File: src/rtl/bcd_countdown_timer.sv
// Packed-BCD down counter with parallel load, pause, reload-on-restart and terminal-count detection.
// Latency: count, state and flags all update one clock edge after the qualifying input. No backpressure.
module bcd_countdown_timer #(
    parameter int unsigned DIGITS = 2
) (
    input  logic                  clock,
    input  logic                  reset,
    input  logic                  load,
    input  logic [4*DIGITS-1:0]   load_value,
    input  logic                  start,
    input  logic                  pause,
    input  logic                  tick,
    output logic [4*DIGITS-1:0]   count,
    output logic                  running,
    output logic                  done,
    output logic                  expired
);

    localparam int unsigned W = 4 * DIGITS;

    typedef enum logic [1:0] {S_IDLE, S_RUN, S_PAUSED, S_DONE} state_t;

    state_t         state_q, state_d;
    logic [W-1:0]   count_q, count_d;
    logic [W-1:0]   reload_q, reload_d;
    logic           expired_q, expired_d;
    logic           running_q, running_d;
    logic           done_q, done_d;

    logic [W-1:0]   sanitized;
    logic [W-1:0]   count_dec;
    logic           borrow;

    // Clamp each illegal digit to 9; borrow ripples through every digit in one cycle.
    always_comb begin
        sanitized = '0;
        count_dec = '0;
        borrow    = 1'b1;
        for (int i = 0; i < int'(DIGITS); i++) begin
            sanitized[4*i +: 4] = (load_value[4*i +: 4] > 4'd9) ? 4'd9 : load_value[4*i +: 4];
            if (borrow) begin
                if (count_q[4*i +: 4] == 4'd0) begin
                    count_dec[4*i +: 4] = 4'd9;
                end else begin
                    count_dec[4*i +: 4] = count_q[4*i +: 4] - 4'd1;
                    borrow              = 1'b0;
                end
            end else begin
                count_dec[4*i +: 4] = count_q[4*i +: 4];
            end
        end
    end

    always_ff @(posedge clock or negedge reset) begin
        if (!reset) begin
            state_q   <= S_IDLE;
            count_q   <= '0;
            reload_q  <= '0;
            expired_q <= 1'b0;
            running_q <= 1'b0;
            done_q    <= 1'b0;
        end else begin
            state_q   <= state_d;
            count_q   <= count_d;
            reload_q  <= reload_d;
            expired_q <= expired_d;
            running_q <= running_d;
            done_q    <= done_d;
        end
    end

    always_comb begin
        state_d   = state_q;
        count_d   = count_q;
        reload_d  = reload_q;
        expired_d = 1'b0;
        if (load) begin
            count_d  = sanitized;
            reload_d = sanitized;
            state_d  = S_IDLE;
        end else begin
            unique case (state_q)
                S_IDLE: begin
                    if (start) begin
                        if (count_q != '0) begin
                            state_d = S_RUN;
                        end else begin
                            state_d   = S_DONE;
                            expired_d = 1'b1;
                        end
                    end
                end
                S_RUN: begin
                    if (pause) begin
                        state_d = S_PAUSED;
                    end else if (tick && count_q != '0) begin
                        count_d = count_dec;
                        if (count_q == W'(1)) begin
                            state_d   = S_DONE;
                            expired_d = 1'b1;
                        end
                    end
                end
                S_PAUSED: begin
                    if (start) begin
                        state_d = S_RUN;
                    end
                end
                S_DONE: begin
                    if (start) begin
                        if (reload_q != '0) begin
                            count_d = reload_q;
                            state_d = S_RUN;
                        end else begin
                            expired_d = 1'b1;
                        end
                    end
                end
                default: state_d = S_IDLE;
            endcase
        end
    end

    always_comb begin
        running_d = (state_d == S_RUN);
        done_d    = (state_d == S_DONE);
    end

    assign count   = count_q;
    assign running = running_q;
    assign done    = done_q;
    assign expired = expired_q;

endmodule

File: config.mk
export PLATFORM = sky130hd
export DESIGN_NAME = bcd_countdown_timer
export DESIGN_NICKNAME = d
export VERILOG_FILES = /design/src/rtl/bcd_countdown_timer.sv
export SDC_FILE = /design/constraint.sdc
export NUM_CORES = 1
export LEC_CHECK = 0
export CORE_MARGIN = 2
export CORE_UTILIZATION = 45
export DETAILED_ROUTE_END_ITERATION = 7
export PLACE_DENSITY = 0.8
export SYNTH_ARGS = -nofsm -noshare
export SYNTH_HDL_FRONTEND = slang
export SYNTH_SLANG_ARGS = --single-unit
File: constraint.sdc
create_clock -name clock -period 1.7 [get_ports clock]
set_input_delay 0.425 -clock clock [delete_from_list [all_inputs] [get_ports clock]]
set_output_delay 0.425 -clock clock [all_outputs]
set_load 0.005 [all_outputs]
==> flow_summary.toml, run 1 <==
[logic_synthesis]
synthArstFlopShare_pct = 100
synth_top_area_share_pct = 39.3
synth_cells = 144
synthesis.nets = 163
syn_area_um2 = 1340
ys_dominant_reg_cell = "dfrtp_1"
synthDistinctLibCells = 41
synth_area_leader_cell = "dfrtp_1"
synth_edf_count = 0
ys_seq_area_share_pct = 39.3
synth.avg_cell_area_um2 = 9.30
yosysWarnings = 0
synth_seq_cells = 21
synth.area.top_cells = "dfrtp_1 39%, o21ai_0 5.6%, ha_1 4.7%, mux2i_1 3.7%, or4_4 3.4%"

[floorplanning]
start_util_pct = 48.1
die_w_um = 58.5
ios = 25
fp.coreArea_um2 = 2780
die_area_um2 = 3430
rows = 19
die_h_um = 58.5

[route]
vias_per_cell = 5.92
routedWlPerCell_um = 17.8
first_iter_violations = 41
ant_nets = 0
routed_wirelength_mm = 4.40
drt_first_pass_iters = 4
vias = 1468
drc_errors = 0

[setup_path]
worstPathRequired_ps = 1980
cp_cell_sequence = "or4_4 -> buf_4 -> o211a_1 -> a2111oi_4 -> and2_1"
cpMaxStageDelayCell = "or4_4"
critPathMaxFanout = 3
crit_path_end_kind = "flip-flop"
worstPathArrival_ps = 2190
r2r-start = "count[4]$_DFFE_PN0P_"
slowest_delay_ps = 550
critPathKind = "flip-flop to flip-flop"
critPathLaunchType = "flip-flop"
startpoint = "count[4]$_DFFE_PN0P_"

[sta]
post-route-period-util_pct = 112
rsz0062_at_grt = "true"
fmax_ghz = 0.525
whs_ps = 407
hold_violations = 0
worst_pin_slew_ps = 421
slew_headroom_pct = 71.9
setup_viol = 13
slew_violations = 0
layout_setup_ws_ps = -206
post-route-min-period_ps = 1910
finClkSkew_ps = 8.35

[outcome]
status = "finished, violations left"
violations = "setup timing"

[placement]
dpl.hpwl_mm = 2.87
post-place-cells = 234
finalWeightedCongestion = 0.879
port_buffers = 24

[clock_tree]
clkLatencyLatePin_ps = 340
ctsRootBufferMaster = "clkbuf_4"
clockBufferDepth = 2
cts_inserted_buffers = 3
clkSlewWorstSetupHoldPaths_ps = 140
ctsHoldBuffers = 0
cts_tree = "yes"
cts-htree-levels = 1
numClockSinks = 21

[grt]
grt_overflow = 0
grt_pass1_vias = 1482
grt.total_usage_pct = 26.0
grt_pass1_wl_mm = 6.73
grt_max_degree = 22
grt_antenna_before_repair = 0

[hold_path]
worstHoldPathType = "primary input to asynchronous set/reset pin"

[cells_and_area]
nets = 237
layout.cells.non_filler = 248
fill_cells = 172
n_antenna_cell = 0
drive_gt1_share_pct = 35.9
final_util_pct = 76.4
syn_to_final_growth_pct = 58.8

[pwr]
vdd_drop_max_v = 0.000765
p_per_area_nw_per_um2 = 735
p_leak_uw = 0.000946

[flow_run]
maxCapViolCount = 0
==> area by class of cell <==
| cell class | instances | area (µm²) | area share (%) |
|---|---|---|---|
| Clock inverter | 1 | 7.51 | 0.353 |
| Sequential cell | 21 | 528 | 24.8 |
| Multi-Input combinational cell | 108 | 843 | 39.7 |
| Timing Repair Buffer | 73 | 643 | 30.3 |
| Tap cell | 31 | 38.8 | 1.82 |
| Inverter | 11 | 42.5 | 2.00 |
| Clock buffer | 3 | 22.5 | 1.06 |
==> worst max-delay path: cells and delay by family, from the launching register on <==
family | cells | cell delay [ps]
AND/OR/NAND/NOR | 2 | 740
AO/OA/AOI/OAI | 2 | 490
buffers and inverters | 1 | 170
flip-flops | 1 | 450
==> cell usage after synthesis, types with 2 or more instances <==
cell type,instances
and3_1,3
nor3_1,2
a21oi_1,4
nor3b_1,3
clkbuf_1,4
a221oi_2,2
o21ai_1,8
ha_1,5
nor2b_1,6
inv_1,10
nand3b_1,4
nor2_1,7
a211oi_1,3
mux2i_1,5
o21ai_0,15
or4_4,4
o21a_1,3
nand2_1,10
o22ai_1,2
dfrtp_1,21
a31oi_1,3
==> cell families (layout without fill, tap and decap cells) <==
| logic type | Yosys count | count (layout) | synth area share (%) |
|---|---|---|---|
| buffers and inverters | 15 | 88 | 4.21 |
| AO/OA/AOI/OAI | 53 | 53 | 28.0 |
| AND/OR/NAND/NOR | 44 | 44 | 19.3 |
| flip-flops | 21 | 21 | 39.3 |
| multiplexers | 6 | 6 | 4.58 |
| adder cells (fa/ha/maj) | 5 | 5 | 4.67 |
==> metal layers <==
layer | share of wire (%) | vias up | routed length (µm) | global-route usage (%)
met2 | 51 | 58 | 2260 | 45.4
met1 | 41 | 708 | 1800 | 32.2
li1 | - | 686 | - | -
met3 | 5.1 | 16 | 226 | 4.40
met5 | 0 | - | 0 | 0
met4 | 2.7 | 0 | 118 | 9.30
==> where the power goes <==
group	switching [µW]	internal, µW
combinational	315	363
clock	191	90.6
sequential	51.9	552
total	558	1010
==> final timing paths <==
| path | cells past startpoint | to | slack, ps |
|---|---|---|---|
| setup / recovery | 5 | done$_DFF_PN0_ | -210 |
| hold / removal | 2 | running$_DFF_PN0_ | 410 |
| setup reg to reg | 5 | done$_DFF_PN0_ | -210 |
| hold reg to reg | 2 | reload_q[2]$_DFFE_PN0P_ | 590 |
| max in group asynchronous | 2 | state_q[1]$_DFF_PN0_ | 1070 |
| min in group clock | 2 | reload_q[2]$_DFFE_PN0P_ | 590 |
==> state kept, by name (all words and copies together), names as in the netlist <==
signal / cells
expired: 1
count: 8
reload_q: 8
running: 1
done: 1
state_q: 2
==> timing repair <==
| action | in CTS | in global routing |
|---|---|---|
| pin swaps | 1 | 2 |
| setup buffers | 9 | 2 |
| gates resized for setup | 18 | 19 |
| endpoints found under the setup margin | 20 | 16 |
==> metrics by stage <==
step | area (µm²) | total power [µW] | setup WS, ps | setup TNS, ps
6_report | 2130 | 1560 | -206 | -1420
2_1_floorplan | 1370 | 878 | -45.2 | -96.7
5_1_grt | 2130 | 1640 | -258 | -2230
3_5_place_dp | 1920 | 1180 | -491 | -4720
3_3_place_gp | 1920 | 1150 | -409 | -4010
4_1_cts | 2040 | 1490 | -175 | -1150
==> layout by cell type, fill, tap and decap left out, types with 2 or more instances in the layout <==
master and n:
clkbuf_4 3, a21oi_1 3, dlygate4sd2_1 6, nor3_1 2, nand2_1 10, dfrtp_1 19
nor2b_1 5, a211oi_2 2, o21ai_0 15, buf_4 39, clkdlybuf4s50_1 14, nor2_1 5
mux2i_1 5, a31oi_1 3, o21a_1 3, nor2_2 2, o21ai_1 8, clkdlybuf4s15_1 2
dlymetal6s2s_1 2, ha_1 3, or4_4 4, inv_1 9, o22ai_1 2, and3_1 3
dfrtp_2 2, buf_6 10, nand3b_1 4
Note: power is estimated with default switching activity, not from simulation.
==> run 2: changes to the inputs <==
- CORE_MARGIN: 2 -> 1
==> run 2 against run 1 <==
Against the previous run:
- the flow still finishes with violations (setup timing)
- critical path depth stayed put
- die area is 6.7% lower
- first-iteration DRC count rose by 56%
- clock skew decreased by 4.9 ps
- critical endpoint unchanged
==> flow_summary.toml, run 2 (synthesized netlist as in run 1, its figures left out) <==
[outcome]
status = "finished, violations left"
violations = "setup timing"

[sta]
layout_setup_ws_ps = -249
slew_violations = 0
post-route-period-util_pct = 115
fmax_ghz = 0.513
setup_viol = 11
post-route-min-period_ps = 1950
finClkSkew_ps = 3.41
worst_pin_slew_ps = 510
rsz0062_at_grt = "true"
slew_headroom_pct = 66.0
hold_violations = 0

[hold_path]
worstHoldPathType = "primary input to asynchronous set/reset pin"

[floorplanning]
die_w_um = 56.5
die_area_um2 = 3200
ios = 25
start_util_pct = 48.1
fp.coreArea_um2 = 2780
die_h_um = 56.5
rows = 19

[grt]
grt_antenna_before_repair = 0
grt.total_usage_pct = 25.2
grt_overflow = 0
grt_pass1_vias = 1439
grt_pass1_wl_mm = 6.38
grt_max_degree = 24

[clock_tree]
cts-htree-levels = 1
cts_tree = "yes"
ctsHoldBuffers = 0
ctsRootBufferMaster = "clkbuf_4"
clockBufferDepth = 2
clkLatencyLatePin_ps = 320
numClockSinks = 21
cts_inserted_buffers = 3
clkSlewWorstSetupHoldPaths_ps = 130

[setup_path]
slowest_delay_ps = 540
critPathLaunchType = "flip-flop"
cp_cell_sequence = "or4_4 -> buf_4 -> o211a_1 -> a2111oi_4 -> and2_1"
critPathMaxFanout = 3
crit_path_end_kind = "flip-flop"
critPathTopFamily = "simple AND/OR/NAND/NOR gates"
worstPathRequired_ps = 1960
worstPathArrival_ps = 2210
cp.buffers_inverters = 1
cpMaxStageDelayCell = "or4_4"
critPathKind = "flip-flop to flip-flop"

[route]
routed_wirelength_mm = 4.07
routedWlPerCell_um = 16.7
ant_nets = 0
first_iter_violations = 64
vias = 1438
drc_errors = 0
drt_first_pass_iters = 4
vias_per_cell = 5.89

[pwr]
power.internal_uw = 986
pwr-share-seq_pct = 39.0
clockPowerShare_pct = 17.5
p_per_area_nw_per_um2 = 728
p_leak_uw = 0.000911
vdd_drop_max_v = 0.000653
combinationalPowerShare_pct = 43.5
total_power_uw = 1520
p_switching_uw = 534
switching_share_pct = 35.1

[cells_and_area]
mostFrequentLayoutCells = "39 x buf_4, 20 x dfrtp_1, 15 x o21ai_0, 15 x clkdlybuf4s50_1, 10 x nand2_1"
fill_cells = 193
syn_to_final_growth_pct = 56.0
final_common_cell = "buf_4"
nets = 233
n_antenna_cell = 0
drive_gt1_share_pct = 33.8

[placement]
port_buffers = 24
dpl.hpwl_mm = 2.83
finalWeightedCongestion = 0.886
place_worst_setup_slack_ps = -508

[flow_run]
maxCapViolCount = 0
## run 2: cell count changes in the layout (fill, tap and decap cells not counted), sizes merged
cell / change
buf: -4
clkbuf: +1
clkdlybuf4s50: +1
dlymetal6s2s: -2
## run 2: timing repair
action,CTS,global route
pin swaps,2,8
setup buffers,5,3
cloned,0,0
setup endpoints to repair,20,14
gates resized for setup,19,13
## run 2: power groups by stage
stage / clock [µW] / combinational [µW] / sequential [µW]
2_1_floorplan: 0 / 259 / 619
3_3_place_gp: 0 / 555 / 596
3_5_place_dp: 0 / 580 / 598
4_1_cts: 265 / 598 / 591
5_1_grt: 291 / 710 / 601
6_report: 266 / 661 / 593
## run 2: final cells by class
type                       count  area, µm²  share of cell area (%)
inverter                      11       41.3                    1.98
tap                           31       38.8                    1.86
multi-input combinational    108        863                    41.3
timing repair buffer          69        588                    28.2
sequential                    21        527                    25.2
clock buffer                   3       22.5                    1.08
clock inverter                 1       7.51                   0.359
## run 2: routing by layer
layer / vias to the layer above / wire length [µm] / track usage (%)
met5: - / 0 / 0
met4: 0 / 68 / 9.41
met3: 10 / 214 / 2.76
met2: 56 / 2080 / 45.0
met1: 695 / 1710 / 31.0
li1: 677 / - / -
## run 2: path summary, 6_finish.rpt
| check | from | endpoint | slack (ps) | depth (start not counted) |
|---|---|---|---|---|
| max | count[2]$_DFFE_PN0P_ | done$_DFF_PN0_ | -250 | 5 |
| min | reset | count[6]$_DFFE_PN0P_ | 440 | 2 |
| max reg2reg | count[2]$_DFFE_PN0P_ | done$_DFF_PN0_ | -250 | 5 |
| min reg2reg | reload_q[3]$_DFFE_PN0P_ | reload_q[3]$_DFFE_PN0P_ | 560 | 1 |
| max in group asynchronous | reset | state_q[0]$_DFF_PN0_ | 1020 | 2 |
| min in group clock | reload_q[3]$_DFFE_PN0P_ | reload_q[3]$_DFFE_PN0P_ | 560 | 1 |
## run 2: through the flow
| stage | instance area, µm² | instances | TNS, ps | utilization [%] | hold WS, ps |
|---|---|---|---|---|---|
| 2_1_floorplan | 1370 | 144 | -96.7 | - | 129 |
| 3_3_place_gp | 1920 | 234 | -4120 | 69.1 | 515 |
| 3_5_place_dp | 1920 | 234 | -4850 | 69.1 | 537 |
| 4_1_cts | 2010 | 241 | -1260 | 72.1 | 440 |
| 5_1_grt | 2090 | 244 | -2860 | 75.1 | 446 |
| 6_report | 2090 | 244 | -2070 | 75.1 | 440 |
==> run 3: changes to the inputs <==
- HOLD_SLACK_MARGIN: default -> 0.05
==> results of run 3 <==
No change in the layout: final DEF, timing and power equal those of run 2.
